### src/rtl/alarm_pkg.sv
// alarm_pkg: shared FSM state encoding and counter widths for the alarm panel
package alarm_pkg;
  localparam int DLY_W = 8;
  localparam int FAIL_W = 3;
  typedef enum logic [2:0] {
    ST_DISARMED = 3'd0,
    ST_EXIT     = 3'd1,
    ST_ARMED    = 3'd2,
    ST_ENTRY    = 3'd3,
    ST_ALARM    = 3'd4
  } state_t;
endpackage

### src/rtl/alarm_panel_tick_gen.sv
// tick_gen: free-running prescaler producing a one-cycle tick every PRESCALE clocks
module tick_gen #(
  parameter int PRESCALE = 10_000_000
) (
  input  logic clk,
  input  logic rst_n,
  output logic tick
);
  localparam logic [23:0] LAST = 24'(PRESCALE - 1);
  logic [23:0] cnt;
  // count 0..PRESCALE-1; tick is high the cycle the count has wrapped to zero
  always_ff @(posedge clk or negedge rst_n)
    if (!rst_n) begin
      cnt  <= '0;
      tick <= 1'b0;
    end else begin
      cnt  <= (cnt == LAST) ? '0 : cnt + 1'b1;
      tick <= cnt == LAST;
    end
endmodule

### src/rtl/alarm_panel.sv
// alarm_panel: arm/disarm FSM with exit/entry delays, code lockout and timed siren; ALARM_STROBE_EN pulses the siren per tick
module alarm_panel
  import alarm_pkg::*;
#(
  parameter int         PRESCALE    = 10_000_000,
  parameter int         EXIT_TICKS  = 30,
  parameter int         ENTRY_TICKS = 15,
  parameter int         SIREN_TICKS = 180,
  parameter logic [3:0] CODE        = 4'hA,
  parameter int         MAX_FAILS   = 3
) (
  input  logic       clk,
  input  logic       rst_n,
  input  logic       trip,
  input  logic       arm_req,
  input  logic       code_stb,
  input  logic [3:0] code,
  output logic       siren,
  output logic       armed,
  output logic       beep,
  output logic [2:0] state
);
  localparam logic [DLY_W-1:0]  EXIT_L  = DLY_W'(EXIT_TICKS);
  localparam logic [DLY_W-1:0]  ENTRY_L = DLY_W'(ENTRY_TICKS);
  localparam logic [DLY_W-1:0]  SIREN_L = DLY_W'(SIREN_TICKS);
  localparam logic [FAIL_W-1:0] MAX_F   = FAIL_W'(MAX_FAILS);
  logic [1:0] trip_q;
  logic [2:0] arm_q, stb_q;
  logic arm_p, code_p, tick, code_ok, code_bad, expire, enter, siren_keep;
  logic [DLY_W-1:0] dly, dly_n, load_v;
  logic [FAIL_W-1:0] fails, fails_n;
  state_t st, st_n;

  tick_gen #(.PRESCALE(PRESCALE)) u_tick (.clk(clk), .rst_n(rst_n), .tick(tick));

  assign code_ok  = code_p && code == CODE;
  assign code_bad = code_p && code != CODE;
  assign expire   = tick && dly == DLY_W'(1);
  assign enter    = st_n != st;
  assign state    = st;
  assign load_v   = st_n == ST_EXIT ? EXIT_L : st_n == ST_ENTRY ? ENTRY_L : st_n == ST_ALARM ? SIREN_L : '0;
  assign dly_n    = enter ? load_v : (tick && dly != '0) ? dly - 1'b1 : dly;
`ifdef ALARM_STROBE_EN
  assign siren_keep = tick ? ~siren : siren;
`else
  assign siren_keep = 1'b1;
`endif

  // two-flop synchronizers, then registered rising-edge pulses for button and strobe
  always_ff @(posedge clk or negedge rst_n)
    if (!rst_n) begin
      trip_q <= '0;
      arm_q  <= '0;
      stb_q  <= '0;
      arm_p  <= 1'b0;
      code_p <= 1'b0;
    end else begin
      trip_q <= {trip_q[0], trip};
      arm_q  <= {arm_q[1:0], arm_req};
      stb_q  <= {stb_q[1:0], code_stb};
      arm_p  <= arm_q[1] & ~arm_q[2];
      code_p <= stb_q[1] & ~stb_q[2];
    end

  // next state and fail count; a good code always wins, then fail limit, then expiry, then trip/arm
  always_comb begin
    st_n    = st;
    fails_n = fails;
    case (st)
      ST_DISARMED: st_n = arm_p ? ST_EXIT : st;
      ST_EXIT:     st_n = code_ok ? ST_DISARMED : expire ? ST_ARMED : st;
      ST_ARMED: begin
        st_n    = code_ok ? ST_DISARMED : trip_q[1] ? ST_ENTRY : st;
        fails_n = (!code_ok && trip_q[1]) ? '0 : fails;
      end
      ST_ENTRY: begin
        fails_n = code_bad ? fails + 1'b1 : fails;
        st_n    = code_ok ? ST_DISARMED : ((code_bad && fails_n >= MAX_F) || expire) ? ST_ALARM : st;
      end
      ST_ALARM:    st_n = code_ok ? ST_DISARMED : expire ? ST_ARMED : st;
      default:     st_n = ST_DISARMED;
    endcase
  end

  // state, delay counter and registered outputs; beep and siren restart high on state entry
  always_ff @(posedge clk or negedge rst_n)
    if (!rst_n) begin
      st    <= ST_DISARMED;
      dly   <= '0;
      fails <= '0;
      armed <= 1'b0;
      beep  <= 1'b0;
      siren <= 1'b0;
    end else begin
      st    <= st_n;
      dly   <= dly_n;
      fails <= fails_n;
      armed <= st_n inside {ST_ARMED, ST_ENTRY, ST_ALARM};
      beep  <= (st_n == ST_EXIT || st_n == ST_ENTRY) && (enter || (tick ? ~beep : beep));
      siren <= st_n == ST_ALARM && (enter || siren_keep);
    end
endmodule

### config.mk
export PLATFORM = sky130hd
export DESIGN_NAME = alarm_panel
export DESIGN_NICKNAME = d
export VERILOG_FILES = /design/src/rtl/alarm_pkg.sv /design/src/rtl/alarm_panel_tick_gen.sv /design/src/rtl/alarm_panel.sv
export SDC_FILE = /design/constraint.sdc
export NUM_CORES = 1
export LEC_CHECK = 0
export ABC_AREA = 1
export CORE_MARGIN = 1
export CORE_UTILIZATION = 45
export CTS_CLUSTER_DIAMETER = 80
export DETAILED_ROUTE_END_ITERATION = 16
export PLACE_DENSITY = 0.62
export SLEW_MARGIN = 20
export SYNTH_ARGS = -nofsm -noshare
export SYNTH_HDL_FRONTEND = slang
export SYNTH_SLANG_ARGS = --single-unit
### constraint.sdc
create_clock -name clk -period 2.35 [get_ports clk]
set_input_delay 0.705 -clock clk [delete_from_list [all_inputs] [get_ports clk]]
set_output_delay 0.705 -clock clk [all_outputs]
set_load 0.005 [all_outputs]
==> qor.yml <==
run_status:
  outcome: "completed"
worst_setup_path:
  cp.arrival_ns: 1.37
  rr_worst_depth: 16
  max_stage_delay_ns: 0.55
  cp-end-kind: "primary output"
  slowest_stage: "clkdlybuf4s50_1"
  path_buf_inv: 1
  crit_chain: "clkdlybuf4s50_1"
  cp_max_fo: 7
  start_kind: "flip-flop"
  crit_type: "reg -> out"
  rr_startpoint: "fails[0]"
  crit_required_ns: 1.64
  reg2reg_to: "dly[0]"
  cpLargestDelayFamily: "buffers and inverters"
  rrSetupSlack_ns: 0.42
route:
  wl_per_cell_um: 12.14
  drt-pass1-iter-count: 4
  topRoutingLayerUsed: "met4"
  dr_wl_met2_um: 2521
  wl_met3_um: 131
  m1WireLength_um: 2589
  vias: 2150
  viasPerCell: 4.909
  antenna_left: 0
  drcViolationCount: 0
  drt_wl_total_um: 5318
  drtIter0Drc: 52
clock_network:
  cts_made_buffers: 5
  cts.sinks: 52
  clockRootBuffer: "clkbuf_8"
  htree_levels: 2
  cts_tree: "built"
  insertion_delay_ns: 0.30
  cts_buffer_depth: 2
  postCtsHoldBufs: 0
  clkTransAtPathRegs_ns: 0.09
final_layout:
  drive_above_1_share: 0.2066
  nets: 376
  area_growth_pct: 19.33
  n_antenna_cell: 0
  design_area_um2: 3383
  final_common_cell: "nand2_1"
  final_cell_mix: "nand2_1 (61), dfrtp_1 (52), inv_1 (40)"
  fillers: 531
synthesis:
  synthArstFlopShare: 1.000
  synthCells: 324
  synth_area_per_cell_um2: 8.751
  synth_ff_type: "dfrtp_1"
  ys_types: 38
  synth_seq_cells: 52
  netlist.top_cell.by_area: "dfrtp_1"
  ys.warnings.count: 0
  netlist.area_leader.share: 0.4590
  synth_edf_count: 0
  synth_nets: 338
  synth.cell_area_um2: 2835
  synth_area_leaders: "dfrtp_1 (46%), nand2_1 (9.1%), inv_1 (5.3%)"
  synth.yosys.seq_area_share: 0.4590
floorplan:
  die_h_um: 81.38
  coreArea_um2: 5991
  initial_utilization: 0.4733
  die_w_um: 81.38
  ios: 15
  rows: 28
  die-area_um2: 6622
placed_design:
  gp_congestion: 0.8420
  place_area_um2: 3159
  place_ws_ns: -0.2467
  port_buffers: 14
  hpwl_um: 3855
timing:
  fin_ws_ns: 0.2757
  max_freq_ghz: 0.4821
  tightestPinTransition_ns: 0.6379
  finalHoldViolations: 0
  rsz0062_at_grt: "no"
  min_period_over_period: 0.8827
  slew_viol_final: 0
  max_slew_margin: 0.5747
  fin_skew_ns: 0.004764
  finalSetupViolCount: 0
  period_needed_ns: 2.074
power_and_ir_drop:
  p_leak_nw: 1.691
  ir_worst_vdd_v: 0.0003250
  p_per_area_nw_per_um2: 576.9
grt:
  antenna_found_initial: 0
  grt_pass1_vias: 2058
  gr-usage-all-layers: 0.1826
  grt_max_degree: 53
  grt_pass1_wl_um: 9183
  overflow: 0
hold_path:
  whs_path_depth: 0
  min_path_type: "reg -> reg"
  holdCritStartpoint: "stb_q[0]"
  worstHoldEndpoint: "stb_q[1]"
flow_run:
  drv_cap: 0
==> worst max path at each step <==
stage                         from  endpoint  slack (ns)  depth (start not counted)
after floorplan            code[0]    dly[0]        0.38                         10
after global placement     code[0]    dly[0]       -0.15                         17
after detailed placement   code[0]    dly[0]       -0.25                         17
after CTS                  code[0]    dly[0]        0.07                         17
after global routing      state[0]  state[0]        0.18                          1
final                     state[0]  state[0]        0.28                          1
==> state kept, by name, indices dropped and copies added, names as in the netlist <==
| name | flops |
|---|---|
| code_p | 1 |
| trip_q | 2 |
| siren | 1 |
| u_tick.cnt | 24 |
| fails | 3 |
| u_tick.tick | 1 |
| dly | 8 |
| beep | 1 |
| armed | 1 |
| stb_q | 3 |
| state | 3 |
| arm_p | 1 |
| arm_q | 3 |
==> final cells by class <==
class	count	area, um2	share of cell area
sequential	52	1301	0.3846
timing repair buffer	33	300.3	0.08876
clock inverter	2	35.03	0.01036
clock buffer	6	72.57	0.02145
multi-input combinational	222	1396	0.4127
tap	75	93.84	0.02774
inverter	48	183.9	0.05436
==> cell usage after synthesis, types with 3 or more instances <==
master and n:
nor2_1 29, nand3_2 5, nand2_2 5, nor4_1 6, xnor2_1 6, nand2_1 69, inv_1 40, dfrtp_1 52
nor2_2 4, nor3_1 10, nor3_4 3, ha_1 5, inv_2 6, nand4_1 13, xor2_1 15, nand3_1 26
==> logic make-up (layout without fill, tap and decap cells) <==
group	Yosys count	after routing	synth area share
AOI/OAI and AO/OA	13	13	0.03663
xor gates and xnor gates	21	21	0.06487
adders and majority gates	5	5	0.02207
buffers and inverters	50	89	0.06796
DFF	52	52	0.4590
and+or+nand+nor	183	183	0.3495
==> power breakdown <==
part | switching, W | internal [W] | total [W]
logic | 0.000199 | 0.000148 | 0.000347
registers | 0.0000560 | 0.000941 | 0.000997
clock network | 0.000291 | 0.000316 | 0.000608
==> metal layers <==
metal / vias up / track usage
li1: 1126 / -
met1: 994 / 0.2388
met2: 22 / 0.2983
met3: 8 / 0.03258
met4: 0 / 0.07143
met5: - / 0
==> through the flow <==
step	hold WS (ns)	util	cells	setup TNS, ns	power, W
2_1_floorplan	0.3312	-	324	0	0.001239
3_3_place_gp	0.3332	0.5274	425	-0.9802	0.001338
3_5_place_dp	0.3388	0.5274	425	-1.490	0.001347
4_1_cts	0.3627	0.5453	433	0	0.001964
5_1_grt	0.3656	0.5647	438	0	0.002074
6_report	0.3564	0.5647	438	0	0.001952
==> timing repair <==
action	CTS	global route
gates resized for setup	0	19
endpoints found under the setup margin	0	4
setup buffers	0	5
Power figures use the tool's default switching activity.
